$ cat config.mk
export PLATFORM = sky130hd
export DESIGN_NAME = ifetch_queue
export DESIGN_NICKNAME = d
export VERILOG_FILES = /design/src/rtl/ifetch_queue.sv
export SDC_FILE = /design/constraint.sdc
export NUM_CORES = 1
export LEC_CHECK = 0
export ABC_AREA = 1
export CAP_MARGIN = 20
export CORE_MARGIN = 2
export CORE_UTILIZATION = 30
export DETAILED_ROUTE_END_ITERATION = 6
export GPL_TIMING_DRIVEN = 1
export PLACE_DENSITY = 0.54
export SETUP_SLACK_MARGIN = 0.15
export SLEW_MARGIN = 20
export SYNTH_ARGS = -nofsm -noshare
export SYNTH_HDL_FRONTEND = slang
export SYNTH_SLANG_ARGS = --single-unit
$ cat constraint.sdc
create_clock -name clk -period 16.01 [get_ports clk]
set_input_delay 3.202 -clock clk [delete_from_list [all_inputs] [get_ports clk]]
set_output_delay 3.202 -clock clk [all_outputs]
set_load 0.005 [all_outputs]
$ cat src/rtl/ifetch_queue.sv
// ifetch_queue: instruction-fetch front end with one-outstanding memory requests,
// a prefetch FIFO feeding decode, branch redirect flush and halt-address stop.
module ifetch_queue #(
    parameter int         INSTR_W   = 32,
    parameter int         DEPTH     = 4,
    parameter logic [7:0] HALT_ADDR = 8'd255
) (
    input  logic               clk,
    input  logic               reset,
    output logic               mem_req,
    output logic [7:0]         mem_addr,
    input  logic               mem_ack,
    input  logic [INSTR_W-1:0] mem_rdata,
    output logic               instr_valid,
    output logic [INSTR_W-1:0] instr,
    output logic [7:0]         instr_pc,
    input  logic               instr_ready,
    input  logic               redirect,
    input  logic [7:0]         redirect_pc,
    output logic               halted
);
    localparam int PW = $clog2(DEPTH);
    localparam int CW = PW + 1;

    typedef enum logic [1:0] {FETCH, WAIT, STOP} state_t;

    state_t             state_q, state_d;
    logic [7:0]         fetch_pc_q, fetch_pc_d;
    logic [7:0]         mem_addr_q, mem_addr_d;
    logic               mem_req_q, mem_req_d;
    logic               drop_q, drop_d;
    logic               halted_q, halted_d;
    logic [PW-1:0]      wr_ptr_q, wr_ptr_d, rd_ptr_q, rd_ptr_d;
    logic [CW-1:0]      count_q, count_d;
    logic [INSTR_W-1:0] data_q [DEPTH];
    logic [INSTR_W-1:0] data_d [DEPTH];
    logic [7:0]         pc_q [DEPTH];
    logic [7:0]         pc_d [DEPTH];
    logic               ack, push, pop, outstanding;

    assign outstanding = state_q == WAIT;
    assign ack         = mem_req_q & mem_ack;
    assign push        = ack & ~drop_q & ~redirect;
    assign pop         = instr_valid & instr_ready & ~redirect;

    assign mem_req     = mem_req_q;
    assign mem_addr    = mem_addr_q;
    assign halted      = halted_q;
    assign instr_valid = count_q != '0;
    assign instr       = data_q[rd_ptr_q];
    assign instr_pc    = pc_q[rd_ptr_q];

    always_comb begin
        state_d    = state_q;
        fetch_pc_d = fetch_pc_q;
        mem_addr_d = mem_addr_q;
        mem_req_d  = mem_req_q;
        drop_d     = drop_q;
        wr_ptr_d   = wr_ptr_q;
        rd_ptr_d   = rd_ptr_q;
        data_d     = data_q;
        pc_d       = pc_q;
        if (push) begin
            data_d[wr_ptr_q] = mem_rdata;
            pc_d[wr_ptr_q]   = mem_addr_q;
            wr_ptr_d         = wr_ptr_q + PW'(1);
            fetch_pc_d       = mem_addr_q + 8'd1;
        end
        if (pop)
            rd_ptr_d = rd_ptr_q + PW'(1);
        count_d = count_q + CW'(push) - CW'(pop);
        case (state_q)
            FETCH: begin
                if (fetch_pc_q == HALT_ADDR)
                    state_d = STOP;
                else if ((count_q + CW'(outstanding)) < CW'(DEPTH)) begin
                    mem_req_d  = 1'b1;
                    mem_addr_d = fetch_pc_q;
                    state_d    = WAIT;
                end
            end
            WAIT: begin
                if (ack) begin
                    mem_req_d = 1'b0;
                    drop_d    = 1'b0;
                    state_d   = FETCH;
                end
            end
            default: ;
        endcase
        // A redirect must still let an in-flight request finish on the bus
        if (redirect) begin
            count_d    = '0;
            wr_ptr_d   = '0;
            rd_ptr_d   = '0;
            fetch_pc_d = redirect_pc;
            if (outstanding && !ack)
                drop_d = 1'b1;
            else begin
                mem_req_d = 1'b0;
                drop_d    = 1'b0;
                state_d   = (redirect_pc == HALT_ADDR) ? STOP : FETCH;
            end
        end
        halted_d = (state_d == STOP) && (count_d == '0);
    end

    always_ff @(posedge clk or posedge reset) begin
        if (reset) begin
            state_q    <= FETCH;
            fetch_pc_q <= '0;
            mem_addr_q <= '0;
            mem_req_q  <= 1'b0;
            drop_q     <= 1'b0;
            halted_q   <= 1'b0;
            wr_ptr_q   <= '0;
            rd_ptr_q   <= '0;
            count_q    <= '0;
            data_q     <= '{default: '0};
            pc_q       <= '{default: '0};
        end else begin
            state_q    <= state_d;
            fetch_pc_q <= fetch_pc_d;
            mem_addr_q <= mem_addr_d;
            mem_req_q  <= mem_req_d;
            drop_q     <= drop_d;
            halted_q   <= halted_d;
            wr_ptr_q   <= wr_ptr_d;
            rd_ptr_q   <= rd_ptr_d;
            count_q    <= count_d;
            data_q     <= data_d;
            pc_q       <= pc_d;
        end
    end
endmodule

==> results_dict.tcl, run 1 <==
set metrics [dict create \
    outcome "finished clean" \
    synth_top_area_share_pct 55.7 \
    timing.final.hold_violations 0 \
    grt_first_pass_wirelength_mm 35.4 \
    numPortBuffers 95 \
    final_layout_setup_total_negative_slack_ns 0 \
    required_ns 12.81 \
    grt_pass1_vias 6673 \
    crit_path_cell_trace "inv_1, buf_4, o21ai_0, o22ai_1, clkdlybuf4s50_1" \
    share_of_final_layout_standard_cells_stronger_than_drive_strength_1_pct 8.96 \
    vdd.ir_drop.worst_mv 0.0813 \
    post_synth.cell_area_avg_um2 8.76 \
    worst-r2r-cell-count 14 \
    yosys_register_bits 188 \
    path_class "reg2out" \
    achievable_clock_frequency_mhz 162 \
    start_util_pct 30.5 \
    cts_hold_repair.buffers 0 \
    max-clock-path-buffers 2 \
    cts_setup_buffers 0 \
    vias 6747 \
    globalRoute.totalOverflow 0 \
    totalPowerFinal_w 0.00166 \
    drt-initial-drc-count 484 \
    worst_r2r_endpoint "halted" \
    chipWidth_um 172 \
    layout.core_utilization_pct 36.8 \
    footprint_of_the_multi_input_gates_um2 3180 \
    relSlewSlack_pct 37.9 \
    post-route-min-period_ns 6.17 \
    finClkSkew_ns 0.0110 \
    worst_hold_path_type "reg2reg" \
    critical_path.slowest_cell "dfrtp_2" \
    synth.largest_area_cell "dfrtp_1" \
    seq_area_frac_synth_pct 55.7 \
    end_kind "primary output" \
    routabilityCongestion 0.768 \
    netlist_top_cells_area "dfrtp_1 56%, o21ai_0 12%, nand2_1 9.1%, nor2_1 4.3%, o21ai_2 4.2%" \
    final_min_period_over_clock_period_pct 38.5 \
    critPathMaxStageDelay_ns 0.75 \
    worst_flop_to_flop_path_startpoint "count_q[1]" \
    wire_per_inst_um 15.0 \
    setup.worst_path.start_class "register" \
    dp_hpwl_mm 12.6 \
    synth_fp_nets 1016 \
    hp-start "data_q[39]" \
    p_per_area_nw_per_um2 163 \
    endpoint_with_the_worst_hold_slack "data_q[39]" \
    ctsRootBufferMaster "clkbuf_16" \
    yosysWarningCount 0 \
    antenna_violations_before_repair 1 \
    cts_max_level 4 \
    post_synthesis_cell_area_um2 8440 \
    grt_start_max_net_pins 123 \
    maxSlewViolCount 0 \
    numClockSinks 188 \
    detail_route.first_pass.iterations 5 \
    drc_errors 0 \
    r2r_slack_ns 13.52 \
    boundaryPins 96 \
    floorplan.die_area_um2 29500 \
    nets_final 1078 \
    final_cell_mix "204 x nand2_1, 204 x o21ai_0, 186 x dfrtp_1" \
    worstMarginPinSlew_ns 0.932 \
    regArea_um2 4710 \
    postCtsResizedCells 0 \
    postSynthCellCount 963 \
    number_of_core_rows 61 \
    fillCellCount 2890 \
    ys_types 26 \
    die_height_um 172 \
    tritoncts_clock_tree "built" \
    report.final.setup_viol 0 \
    routed_wl_mm 21.2 \
    cp_data_arrival_time_ns 2.97 \
    postRouteAntennaNets 0 \
    drv_cap 0 \
    hold_path_depth 2 \
    crit_fanout 42 \
    leakage_power_figure_nw 4.67 \
    cts_made_buffers 17 \
    unrepaired_setup_endpoints_after_global_routing "false" \
    synthesis_to_finish_area_growth_pct 20.8 \
    grt_use_total_pct 15.3 \
    clk_pin_slew_ns 0.07 \
    clock_latency_on_the_worst_skew_pair_ns 0.43 \
    post_drt_via_cell_ratio 4.76 \
    coreArea_um2 27700 \
]
[logic make-up after synthesis]
family                   Yosys count  synth area share [%]
AND/OR/NAND/NOR                  325                  15.0
AO/OA/AOI/OAI                    312                  21.1
flip-flops                       188                  55.7
buffers and inverters            127                  6.52
adder cells (fa/ha/maj)            8                  1.27
XOR/XNOR                           3                 0.311
[cells in the mapped netlist]
library cell	n
nor3_1	4
nand2_2	6
nand2_1	204
inv_2	2
buf_6	9
o22ai_1	40
ha_1	7
fa_1	1
nand3_1	10
inv_1	64
inv_4	1
clkbuf_1	47
nor2_1	97
buf_2	3
o221ai_1	5
xor2_1	3
o21ai_0	204
buf_1	1
nand2_4	1
or2_2	2
o21ai_1	11
nor2_2	1
dfrtp_1	188
a21oi_1	11
o211ai_1	1
o21ai_2	40
[worst max-delay path: cells and delay by family (launching register included)]
kind	cells	cell delay, ns
buf+inv	3	1.31
flops	1	0.75
compound gates	2	0.45
[metal layers]
| layer | vias up | share of wire (%) | GRT usage (%) |
|---|---|---|---|
| li1 | 3315 | - | - |
| met1 | 3254 | 49 | 21.4 |
| met2 | 162 | 45 | 24.0 |
| met3 | 16 | 5.6 | 3.66 |
| met4 | 0 | 0.90 | 3.87 |
| met5 | - | 0 | 0 |
[stage by stage]
step                      setup WS [ns]  hold slack (ns)  instances  instance area [um2]
after CTS                          9.73            0.484       1416                10200
after global routing               9.68            0.493       1416                10200
final                              9.84            0.479       1417                10200
after floorplan                    7.69            0.448        963                 8440
after global placement            10.24            0.460       1384                 9640
after detailed placement          10.23            0.467       1384                 9640
[flip-flops by register name, summed over array words and instances (netlist names)]
signal and count:
halted 1, pc_q 32, state_q 2, mem_addr 8, fetch_pc_q 8, wr_ptr_q 2, mem_req 1, rd_ptr_q 2
count_q 3, drop_q 1, data_q 128
[report_power, final]
part           switching (W)  internal [W]
Clock               0.000184      0.000222
Sequential         0.0000739      0.000587
Combinational       0.000305      0.000292
[final cells by class]
class	instances	area share, %
tap	378	4.64
multi-input combinational	648	31.2
timing repair buffer	103	9.92
sequential	188	46.2
clock inverter	10	0.908
antenna	1	0.0245
inverter	67	2.56
clock buffer	22	4.55
[how the worst max path moves through the flow]
stage | from | endpoint | slack [ns] | cells past startpoint
global placement | rd_ptr_q[1] | instr_pc[0] | 10.24 | 5
detailed placement | rd_ptr_q[1] | instr_pc[0] | 10.23 | 5
CTS | rd_ptr_q[1] | instr_pc[0] | 9.73 | 5
floorplan | reset | count_q[0] | 7.69 | 1
finish | rd_ptr_q[1] | instr_pc[0] | 9.84 | 5
global route | rd_ptr_q[1] | instr_pc[0] | 9.68 | 5
Note: power is estimated with default switching activity, not from simulation.
==> run 2: changes to the inputs <==
==> constraint.sdc (replaced) <==
create_clock -name clk -period 6.3 [get_ports clk]
set_input_delay 1.26 -clock clk [delete_from_list [all_inputs] [get_ports clk]]
set_output_delay 1.26 -clock clk [all_outputs]
set_load 0.005 [all_outputs]
==> results_dict.tcl, run 2 (same netlist as run 1, synthesis figures left out) <==
set metrics [dict create \
    detail_route.first_pass.iterations 7 \
    dp_hpwl_mm 12.9 \
    grt_first_pass_wirelength_mm 34.8 \
    critical_path.slowest_cell "inv_2" \
    final_min_period_over_clock_period_pct 67.4 \
    largest_registers "data_q x128, pc_q x32" \
    share_of_final_layout_standard_cells_stronger_than_drive_strength_1_pct 9.41 \
    clk_pin_slew_ns 0.07 \
    chipWidth_um 172 \
    met3_wirelength_um 930 \
    relSlewSlack_pct 35.4 \
    leakage_power_figure_nw 4.71 \
    critPathMaxStageDelay_ns 0.68 \
    wire_per_inst_um 15.2 \
    path_class "reg2out" \
    die_height_um 172 \
    start_util_pct 30.5 \
    ctsRootBufferMaster "clkbuf_16" \
    timing.final.hold_violations 0 \
    vias 6703 \
    max-clock-path-buffers 2 \
    required_ns 5.04 \
    dr.max_layer_used "met4" \
    detailedPlace.worstSlack_ns 2.46 \
    cts_hold_repair.buffers 0 \
    place_area_um2 9670 \
    worstMarginPinSlew_ns 0.969 \
    grt_use_total_pct 15.0 \
    drv_cap 0 \
    totalPowerFinal_w 0.00428 \
    post_drt_via_cell_ratio 4.72 \
    nets_final 1081 \
    final_cell_mix "204 x nand2_1, 204 x o21ai_0, 187 x dfrtp_1" \
    clock_latency_on_the_worst_skew_pair_ns 0.43 \
    routabilityCongestion 0.774 \
    wl_met2_mm 9.60 \
    floorplan.die_area_um2 29500 \
    top_register "data_q" \
    postLayoutSetupSlackWorst_ns 2.06 \
    post-route-min-period_ns 4.24 \
    layout.cell_area.non_filler_um2 10200 \
    grt_pass1_vias 6449 \
    cp.buffers_inverters 3 \
    worst_hold_path_type "reg2reg" \
    synthesis_to_finish_area_growth_pct 21.4 \
    outcome "finished clean" \
    drt-initial-drc-count 496 \
    largest_reg_flops 128 \
    setup.worst_path.start_class "register" \
    cts_setup_buffers 0 \
    number_of_core_rows 61 \
    routed_wl_mm 21.5 \
    p_per_area_nw_per_um2 418 \
    postCtsResizedCells 0 \
    n_diodes 0 \
    report.final.setup_viol 0 \
    tritoncts_clock_tree "built" \
    vdd.ir_drop.worst_mv 0.181 \
    finClkSkew_ns 0.0123 \
    antenna_violations_before_repair 0 \
    maxSlewViolCount 0 \
    crit_path_cell_trace "inv_2, buf_4, o21ai_0, o22ai_1, clkdlybuf4s50_1" \
    numPortBuffers 95 \
    wl_met1_mm 10.8 \
    boundaryPins 96 \
    cp_data_arrival_time_ns 2.98 \
    cts_max_level 4 \
    grt_start_max_net_pins 82 \
    numClockSinks 188 \
    postRouteAntennaNets 0 \
    end_kind "primary output" \
    globalRoute.totalOverflow 0 \
    coreArea_um2 27700 \
    drc_errors 0 \
    cts_made_buffers 17 \
    final_layout_setup_total_negative_slack_ns 0 \
    crit_fanout 53 \
    crit_family "buffers and inverters" \
    achievable_clock_frequency_mhz 236 \
    unrepaired_setup_endpoints_after_global_routing "false" \
]
run 2: layout make-up:
| type | count | area [um2] |
|---|---|---|
| Sequential cell | 188 | 4710 |
| Tap cell | 378 | 473 |
| Timing Repair Buffer | 106 | 1050 |
| Inverter | 67 | 258 |
| Clock buffer | 18 | 439 |
| Multi-Input combinational cell | 648 | 3180 |
| Clock inverter | 14 | 134 |
| Fill cell | 2838 | 17500 |
run 2: layer usage:
metal | global-route usage [%] | vias up
li1 | - | 3323
met1 | 21.8 | 3220
met2 | 23.1 | 146
met3 | 3.36 | 14
met4 | 2.98 | 0
met5 | 0 | -
run 2: through the flow:
step / hold slack, ns / utilization, % / cells
after floorplan: 0.448 / - / 963
after global placement: 0.461 / 34.8 / 1386
after detailed placement: 0.468 / 34.9 / 1387
after CTS: 0.485 / 37.0 / 1419
after global routing: 0.492 / 37.0 / 1419
final: 0.481 / 37.0 / 1419
run 2: path summary, 6_finish.rpt:
kind,startpoint,endpoint,slack (ns),depth (start not counted)
worst min register to register,data_q[88],data_q[88],0.48,2
worst max register to register,count_q[1],halted,3.78,14
worst max-delay path,rd_ptr_q[0],instr_pc[7],2.06,5
min in group asynchronous,reset,fetch_pc_q[0],1.18,2
worst min-delay path,data_q[88],data_q[88],0.48,2
max in group asynchronous,reset,data_q[107],3.95,3
run 2: power by group:
part / internal (W) / leakage [nW] / switching (W)
logic: 0.000745 / 1.91 / 0.000800
registers: 0.00149 / 2.52 / 0.000180
clock network: 0.000565 / 0.284 / 0.000498
total: 0.00280 / 4.71 / 0.00148
run 2: worst min-delay path: cells and delay by family (launching register included):
kind	cells	cell delay [ns]
AO/OA/AOI/OAI	1	0.06
flip-flops	1	0.34
AND/OR/NAND/NOR	1	0.05
==> run 3: changes to the inputs <==
==> constraint.sdc (replaced) <==
create_clock -name clk -period 4.3 [get_ports clk]
set_input_delay 0.86 -clock clk [delete_from_list [all_inputs] [get_ports clk]]
set_output_delay 0.86 -clock clk [all_outputs]
set_load 0.005 [all_outputs]
==> results_dict.tcl, run 3 (same netlist as run 1, synthesis figures left out) <==
set metrics [dict create \
    dp_hpwl_mm 13.3 \
    outcome "finished clean" \
    clk_pin_slew_ns 0.07 \
    worst_hold_path_type "reg2reg" \
    timing.final.hold_violations 0 \
    cp_data_arrival_time_ns 2.71 \
    crit_path_start "rd_ptr_q[0]" \
    leakage_power_figure_nw 4.75 \
    worstMarginPinSlew_ns 0.895 \
    hp-start "data_q[36]" \
    r2r_slack_ns 1.77 \
    ctsRootBufferMaster "clkbuf_16" \
    final_layout_setup_total_negative_slack_ns 0 \
    critPathMaxStageDelay_ns 0.71 \
    worst_flop_to_flop_path_startpoint "count_q[1]" \
    post_drt_via_cell_ratio 4.78 \
    final-instance-count-excl-fill 1421 \
    final_min_period_over_clock_period_pct 83.0 \
    grt_use_total_pct 15.7 \
    max-clock-path-buffers 2 \
    unrepaired_setup_endpoints_after_global_routing "false" \
    final_cell_mix "204 x nand2_1, 204 x o21ai_0, 187 x dfrtp_1" \
    routabilityCongestion 0.776 \
    end_point_of_the_critical_path "instr[31]" \
    numPortBuffers 95 \
    cts_setup_buffers 0 \
    p_switching_w 0.00216 \
    crit_fanout 81 \
    cts_hold_repair.buffers 0 \
    number_of_core_rows 61 \
    routed_wl_mm 22.1 \
    largest_reg_flops 128 \
    path_class "reg2out" \
    power.share.combinational_pct 35.7 \
    synthesis_to_finish_area_growth_pct 22.7 \
    drv_cap 0 \
    drc_errors 0 \
    detail_route.first_pass.iterations 5 \
    coreArea_um2 27700 \
    grt_pass1_vias 6637 \
    footprint_of_the_multi_input_gates_um2 3180 \
    drt-initial-drc-count 391 \
    regArea_um2 4710 \
    fillCellCount 2836 \
    grt_start_max_net_pins 82 \
    wire_per_inst_um 15.6 \
    globalRoute.totalOverflow 0 \
    vias 6799 \
    numClockSinks 188 \
    die_height_um 172 \
    start_util_pct 30.5 \
    required_ns 3.44 \
    grt_first_pass_wirelength_mm 35.9 \
    sw_frac_of_total_pct 33.8 \
    worst_r2r_endpoint "halted" \
    maxSlewViolCount 0 \
    cts_max_level 4 \
    layout.core_utilization_pct 37.4 \
    achievable_clock_frequency_mhz 280 \
    internal_power_w 0.00423 \
    tritoncts_clock_tree "built" \
    p_per_area_nw_per_um2 616 \
    floorplan.die_area_um2 29500 \
    place.detailed.instances 1390 \
    cp.buffers_inverters 2 \
    cts_made_buffers 17 \
    antenna_violations_before_repair 0 \
    worst-r2r-cell-count 14 \
    post-route-min-period_ns 3.57 \
    power.sequential.fraction_pct 38.4 \
    relSlewSlack_pct 40.3 \
    largest_registers "data_q x128, pc_q x32" \
    vdd.ir_drop.worst_mv 0.276 \
    finClkSkew_ns 0.0117 \
    clock_latency_on_the_worst_skew_pair_ns 0.43 \
    report.final.setup_viol 0 \
    crit_path_cell_trace "buf_4, o21ai_0, o22ai_1, clkdlybuf4s50_1" \
    end_kind "primary output" \
    share_of_final_layout_standard_cells_stronger_than_drive_strength_1_pct 9.49 \
    nets_final 1084 \
    boundaryPins 96 \
    n_diodes 0 \
    critical_path_depth_in_cells 4 \
    critical_path.slowest_cell "buf_4" \
    setup.worst_path.start_class "register" \
    totalPowerFinal_w 0.00638 \
    postRouteAntennaNets 0 \
    top_register "data_q" \
    chipWidth_um 172 \
    power.share.clock_pct 25.9 \
    crit_family "buffers and inverters" \
    postCtsResizedCells 0 \
]
==> run 3: cell count changes in the layout (fill, tap and decap cells not counted) <==
cell	before	now
clkinv_4	3	2
buf_16	1	0
clkinvlp_4	2	4
buf_4	10	8
inv_6	5	2
bufinv_16	1	3
clkinv_2	3	1
buf_12	0	6
clkbuf_1	0	1
==> run 3: worst min-delay path by stage <==
stage,end,slack (ns),cells past startpoint
floorplan,data_q[55],0.45,2
CTS,data_q[78],0.48,2
global route,data_q[70],0.50,2
detailed placement,data_q[95],0.47,2
finish,data_q[36],0.48,2
global placement,pc_q[8],0.46,2
==> run 3: metal layers <==
layer | GRT usage, % | share of wire (%)
met4 | 3.65 | 0.79
met3 | 3.27 | 4.7
met2 | 24.9 | 45
met5 | 0 | 0
met1 | 21.9 | 50
==> run 3: power by group through the flow <==
stage | clock network [W] | logic (W) | registers [W]
finish | 0.00165 | 0.00228 | 0.00245
global route | 0.00177 | 0.00258 | 0.00250
CTS | 0.00170 | 0.00232 | 0.00245
detailed placement | 0 | 0.00231 | 0.00247
global placement | 0 | 0.00229 | 0.00247
floorplan | 0 | 0.00118 | 0.00241
==> run 3: metrics by stage <==
step | instance area, um2 | hold slack [ns] | setup slack, ns
4_1_cts | 10400 | 0.484 | 0.820
3_3_place_gp | 9750 | 0.462 | 0.949
6_report | 10400 | 0.480 | 0.732
3_5_place_dp | 9750 | 0.467 | 0.882
2_1_floorplan | 8440 | 0.448 | 1.02
5_1_grt | 10400 | 0.497 | 0.707
==> run 3: layout make-up <==
cell class	count	share of cell area, %
clock inverter	12	1.58
timing repair buffer	109	10.9
tap	378	4.57
inverter	67	2.49
multi-input combinational	648	30.7
clock buffer	19	4.28
sequential	188	45.4
==> run 3: worst reg2reg max path, cell delays in order (launching register included) <==
cell and delay (ns):
dfrtp_1 0.43, inv_1 0.07, nand2_1 0.08, or2_2 0.32
nand2_1 0.13, nor2_1 0.06, ha_1 0.28, inv_1 0.06
ha_1 0.13, inv_1 0.05, fa_1 0.50, a21oi_1 0.07
nor2_1 0.13, nand2_1 0.06, nor2_1 0.11
